### src/rtl/clefia_pkg.sv
// Shared definitions for the CLEFIA decryption-direction data sequencer.
//   - sequencer state encoding
//   - legal round counts for 128/192/256-bit keys
//   - word width and word-index constants for {W0,W1,W2,W3} 128-bit blocks,
//     where W0 occupies bits [127:96]
package clefia_pkg;

  localparam int unsigned WORD_W = 32;
  localparam int unsigned BLK_W  = 4 * WORD_W;

  localparam logic [4:0] NR_128 = 5'd18;
  localparam logic [4:0] NR_192 = 5'd22;
  localparam logic [4:0] NR_256 = 5'd26;

  // Word positions inside a block: index 0 is the most significant word.
  localparam logic [1:0] W0 = 2'd0;
  localparam logic [1:0] W1 = 2'd1;
  localparam logic [1:0] W2 = 2'd2;
  localparam logic [1:0] W3 = 2'd3;

  typedef logic [WORD_W-1:0] word_t;

  typedef enum logic [1:0] {
    ST_IDLE = 2'd0,
    ST_RF0  = 2'd1,
    ST_RF1  = 2'd2,
    ST_DONE = 2'd3
  } state_e;

  // Extract word idx (0 = MSW) from a 128-bit block.
  function automatic word_t blk_word(input logic [BLK_W-1:0] b, input logic [1:0] idx);
    word_t w;
    case (idx)
      W0:      w = b[127:96];
      W1:      w = b[95:64];
      W2:      w = b[63:32];
      default: w = b[31:0];
    endcase
    return w;
  endfunction

endpackage

### src/rtl/clefia_gfn_dec_seq.sv
// CLEFIA decryption-direction data sequencer.
// Applies output whitening removal, then GFN^-1_{4,r} one F-function per cycle
// (RF0 evaluates F0 on T0 into T1, RF1 evaluates F1 on T2 into T3), then the
// final whitening. The F0/F1 unit and round-key storage live in the parent;
// this block only presents f_sel/f_x/f_rk_idx and consumes f_res in the same cycle.
//
// Ports
//   clk, rst          clock, synchronous active-high reset
//   nr                round count 18/22/26 (others fall back to NR_DEF), sampled on accept
//   in_valid/in_ready ciphertext handshake; in_ready=1 only in IDLE
//   ct                ciphertext {C0,C1,C2,C3}
//   wk                whitening keys {WK0,WK1,WK2,WK3}, held stable while busy
//   f_sel             0 = F0, 1 = F1
//   f_x               F-function data input
//   f_rk_idx          round-key index for the F unit
//   f_res             F(RK[f_rk_idx], f_x), combinational
//   out_valid/out_ready plaintext handshake
//   pt                plaintext {P0,P1,P2,P3}
//   busy              high while a block is in flight or waiting at the output
module clefia_gfn_dec_seq
  import clefia_pkg::*;
#(
  parameter int unsigned NR_DEF = 18,
  parameter int unsigned RKW    = 6
) (
  input  logic             clk,
  input  logic             rst,
  input  logic [4:0]       nr,
  input  logic             in_valid,
  output logic             in_ready,
  input  logic [BLK_W-1:0] ct,
  input  logic [BLK_W-1:0] wk,
  output logic             f_sel,
  output logic [WORD_W-1:0] f_x,
  output logic [RKW-1:0]   f_rk_idx,
  input  logic [WORD_W-1:0] f_res,
  output logic             out_valid,
  input  logic             out_ready,
  output logic [BLK_W-1:0] pt,
  output logic             busy
);

  // Unsupported round counts decode as the default key size.
  function automatic logic [4:0] nr_legal(input logic [4:0] n);
    logic [4:0] r;
    case (n)
      NR_128, NR_192, NR_256: r = n;
      default:                r = 5'(NR_DEF);
    endcase
    return r;
  endfunction

  state_e           state_q, state_d;
  logic [4:0]       rnd_q, rnd_d;
  word_t            t0_q, t0_d;
  word_t            t1_q, t1_d;
  word_t            t2_q, t2_d;
  word_t            t3_q, t3_d;
  logic [BLK_W-1:0] pt_q, pt_d;
  logic             out_valid_q, out_valid_d;
  word_t            t3n;

  always_ff @(posedge clk) begin
    if (rst) begin
      state_q     <= ST_IDLE;
      rnd_q       <= '0;
      t0_q        <= '0;
      t1_q        <= '0;
      t2_q        <= '0;
      t3_q        <= '0;
      pt_q        <= '0;
      out_valid_q <= 1'b0;
    end else begin
      state_q     <= state_d;
      rnd_q       <= rnd_d;
      t0_q        <= t0_d;
      t1_q        <= t1_d;
      t2_q        <= t2_d;
      t3_q        <= t3_d;
      pt_q        <= pt_d;
      out_valid_q <= out_valid_d;
    end
  end

  always_comb begin
    state_d     = state_q;
    rnd_d       = rnd_q;
    t0_d        = t0_q;
    t1_d        = t1_q;
    t2_d        = t2_q;
    t3_d        = t3_q;
    pt_d        = pt_q;
    out_valid_d = out_valid_q;
    t3n         = '0;
    in_ready    = 1'b0;
    f_sel       = 1'b0;
    f_x         = '0;
    f_rk_idx    = '0;

    case (state_q)
      ST_IDLE: begin
        in_ready = 1'b1;
        if (in_valid) begin
          // Undo the encryption-side output whitening on words 1 and 3.
          t0_d    = blk_word(ct, W0);
          t1_d    = blk_word(ct, W1) ^ blk_word(wk, W2);
          t2_d    = blk_word(ct, W2);
          t3_d    = blk_word(ct, W3) ^ blk_word(wk, W3);
          rnd_d   = nr_legal(nr) - 5'd1;
          state_d = ST_RF0;
        end
      end

      ST_RF0: begin
        f_sel    = 1'b0;
        f_x      = t0_q;
        f_rk_idx = RKW'({rnd_q, 1'b0});
        t1_d     = t1_q ^ f_res;
        state_d  = ST_RF1;
      end

      ST_RF1: begin
        f_sel    = 1'b1;
        f_x      = t2_q;
        f_rk_idx = RKW'({rnd_q, 1'b1});
        t3n      = t3_q ^ f_res;
        if (rnd_q != 5'd0) begin
          // Inverse of the encryption word rotation: words shift right by one.
          t0_d    = t3n;
          t1_d    = t0_q;
          t2_d    = t1_q;
          t3_d    = t2_q;
          rnd_d   = rnd_q - 5'd1;
          state_d = ST_RF0;
        end else begin
          // Last round is unrotated; remove the input whitening on the way out.
          pt_d        = {t0_q, t1_q ^ blk_word(wk, W0), t2_q, t3n ^ blk_word(wk, W1)};
          out_valid_d = 1'b1;
          state_d     = ST_DONE;
        end
      end

      ST_DONE: begin
        if (out_ready) begin
          out_valid_d = 1'b0;
          state_d     = ST_IDLE;
        end
      end

      default: begin
        state_d = ST_IDLE;
      end
    endcase
  end

  assign out_valid = out_valid_q;
  assign pt        = pt_q;
  assign busy      = (state_q != ST_IDLE);

endmodule

### config.mk
export PLATFORM = sky130hd
export DESIGN_NAME = clefia_gfn_dec_seq
export DESIGN_NICKNAME = d
export VERILOG_FILES = /design/src/rtl/clefia_pkg.sv /design/src/rtl/clefia_gfn_dec_seq.sv
export SDC_FILE = /design/constraint.sdc
export NUM_CORES = 1
export LEC_CHECK = 0
export CORE_MARGIN = 2
export CORE_UTILIZATION = 30
export DETAILED_ROUTE_END_ITERATION = 10
export PLACE_DENSITY_LB_ADDON = 0.12
export SLEW_MARGIN = 20
export SYNTH_ARGS = -nofsm -noshare
export SYNTH_HDL_FRONTEND = slang
export SYNTH_SLANG_ARGS = --single-unit
### constraint.sdc
create_clock -name clk -period 2.4 [get_ports clk]
set_clock_uncertainty 0.2 [all_clocks]
set_input_delay 0.72 -clock clk [delete_from_list [all_inputs] [get_ports clk]]
set_output_delay 0.72 -clock clk [all_outputs]
set_load 0.05 [all_outputs]
==> impl_metrics.yaml <==
synthesis:
  synth.top_cell.area_share_pct: 41.9
  yosysMostFrequentCell: "nand2_1"
  synth_common_cells: "nand2_1 (389), dfxtp_1 (264), a21oi_1 (197)"
  async_flop_share_pct: 0
  synth_area_um2: 12600
  synth_area_leaders: "dfxtp_1 (42%), nand2_1 (12%), xnor2_1 (9.0%)"
  netlist.top_cell.by_area: "dfxtp_1"
  netlist_instances: 1570
  yosysUniqueCellTypes: 39
  synth_edf_count: 0
  syn-num-nets: 1873
  synth-main-ff-cell: "dfxtp_1"
  yosysWarnings: 0
  ys_seq_area_share_pct: 41.9
  avgSynthCellArea_um2: 8.03
  ys_ff_latch: 264
global_route:
  grt_pass1_vias: 13300
  grt_max_degree: 115
  grt.overflow.total: 0
  track_usage_pct: 23.2
  grt_first_pass_wirelength_um: 78500
  antenna_found_initial: 3
timing:
  fmax_ghz: 0.346
  relSlewSlack_pct: 45.8
  drv_slew: 0
  rsz0062_at_grt: "true"
  setup_ws_ns: -0.487
  period_needed_ns: 2.89
  hold_viol: 0
  period_share_pct: 120
  setup-tns-final_ns: -74.40
  setup_viol: 301
  worstMarginPinSlew_ns: 0.813
drt:
  first_pass_iters: 4
  drt_iter0_drc: 696
  via_per_inst: 5.05
  drc: 0
  ant_nets: 0
  wl_um: 59800
  num_vias: 13700
  post_drt_wl_per_cell_um: 22.1
die:
  core-area_um2: 41700
  initial_core_util_pct: 30.3
  die_h_um: 209
  ios: 467
  fp.dieW_um: 209
  rows: 75
  die_area_um2: 43700
flow_run:
  max-cap-violations: 0
setup_path:
  path_max_fanout: 5
  reg2reg_to: "t1_q[14]"
  crit_chain: "inv_2 > ha_4 > buf_2 > buf_4 > o21a_4 > and2_4 > buf_12"
  critPathMaxStageDelay_ns: 0.36
  cp-end-kind: "output pin"
  cpMaxStageDelayCell: "dfxtp_4"
  crit_type: "flip-flop to output pin"
  path_depth: 7
  critPathLaunchType: "flip-flop"
  worstPathRequired_ns: 1.48
  regToRegSetupSlack_ns: -0.32
  path_delay_family: "buffers and inverters"
  timing.rr.start: "state_q[1]"
  crit_buf_inv: 4
  cp-startpoint: "state_q[1]"
  worstSetupEndpoint: "f_rk_idx[5]"
  r2r_cells: 11
  worstPathArrival_ns: 1.97
clocking:
  clk_pin_slew_worst_paths_ns: 0.06
  clockBufferDepth: 3
  cts_tree: "yes"
  cts_max_level: 2
  clock-sinks: 264
  cts_root_buf: "clkbuf_16"
  cts_hold_buf: 0
  clk_latency_ns: 0.54
  numCtsBuffers: 34
finish:
  area_delta_synth_final_pct: 90.4
  drive_above_1_share_pct: 35.5
  design_area_um2: 24000
  nNetsFinal: 2440
  multiInputGateArea_um2: 9070
  fill_cells: 3678
  regArea_um2: 5290
  postLayoutCoreUtil_pct: 57.6
outcome:
  violations: "negative setup slack"
  status: "finished with violations"
pwr:
  vdd_drop_max_v: 0.000499
  powerDensity_nw_per_um2: 1060
  p_leak_nw: 9.61
placed_design:
  portBuffers: 466
  placed_cell_area_um2: 19000
  hpwlAfterDp_um: 34600
  gp_congestion: 0.824
min_path:
  hp-class: "flip-flop to flip-flop"
## state kept, by name, summed over array words and instances (netlist names)
name,count
t1_q,32
t2_q,32
rnd_q,5
t3_q,32
state_q,2
out_valid,1
pt,128
t0_q,32
## power breakdown
group          total, mW  switching, mW  internal (mW)
Combinational       13.5           6.86           6.60
Clock               5.32           2.07           3.25
Sequential          6.64           1.28           5.36
Total               25.4           10.2           15.2
## tightest hold or removal path, cell delays in order (launching register included)
cell     delay, ns
dfxtp_1       0.30
nand2_1       0.05
a21oi_1       0.05
## metal layers
layer  track usage (%)  wire, um
met5                 0        11
met3              5.73      3620
met2              41.4     30700
met4              6.97      1430
met1              27.4     24100
## cells by family after synthesis
logic type	share of synthesized area [%]
AOI/OAI and AO/OA	21.6
DFF	41.9
muxes	2.62
adders and majority gates	0.595
and+or+nand+nor	15.9
xor gates and xnor gates	13.4
buffers and inverters	3.96
## metrics by stage
step	power [mW]	instances	hold slack [ns]	setup WS [ns]
finish	25.4	2703	0.253	-0.487
global route	26.5	2703	0.271	-0.549
CTS	22.2	2630	0.251	-0.500
detailed placement	15.3	2515	0.245	-0.134
global placement	15.2	2515	0.237	-0.104
floorplan	11.9	1570	0.244	-0.0897
## layout by cell type, fill, tap and decap left out, types with 7 or more instances in the layout
cell | synthesis | layout
clkdlybuf4s50_1 | 0 | 295
dfxtp_1 | 264 | 262
nand2_1 | 389 | 260
buf_4 | 1 | 161
xnor2_1 | 129 | 129
nand2_4 | 0 | 100
a21oi_2 | 0 | 100
a21oi_1 | 197 | 95
buf_12 | 0 | 85
nor2_1 | 103 | 69
clkbuf_16 | 0 | 66
xor2_1 | 64 | 64
a211oi_2 | 0 | 59
o21ai_0 | 35 | 35
o211ai_1 | 33 | 33
a22oi_1 | 32 | 32
a22o_1 | 32 | 32
mux2i_1 | 33 | 32
a21boi_4 | 0 | 32
nand2_2 | 0 | 28
buf_6 | 0 | 26
nor2_4 | 0 | 24
dlygate4sd2_1 | 0 | 24
buf_8 | 0 | 13
nor2_2 | 0 | 10
clkbuf_1 | 92 | 10
buf_16 | 0 | 10
bufbuf_16 | 0 | 7
## cell type report
type                            instances  area share [%]
Antenna cell                            1          0.0104
Clock buffer                           53            4.40
Clock inverter                          9           0.407
Inverter                                5          0.0886
Multi-Input combinational cell       1180            37.8
Sequential cell                       264            22.0
Tap cell                              539            2.81
Timing Repair Buffer                  652            32.4
## worst min-delay path by stage
stage               to  slack [ns]     from  cells after the start
3_5_place_dp    pt[29]        0.25   pt[29]                      2
2_1_floorplan  t3_q[0]        0.24  t3_q[0]                      2
4_1_cts         pt[10]        0.25   pt[10]                      2
5_1_grt         pt[45]        0.27   pt[45]                      2
3_3_place_gp    pt[11]        0.24   pt[11]                      2
6_report        pt[10]        0.25   pt[10]                      2
## timing repair
action | CTS | global route
pin swaps | 11 | 222
setup buffers | 36 | 40
gates resized for setup | 67 | 477
gates cloned | 18 | 37
endpoints found under the setup margin | 139 | 301
Power figures use the tool's default switching activity.
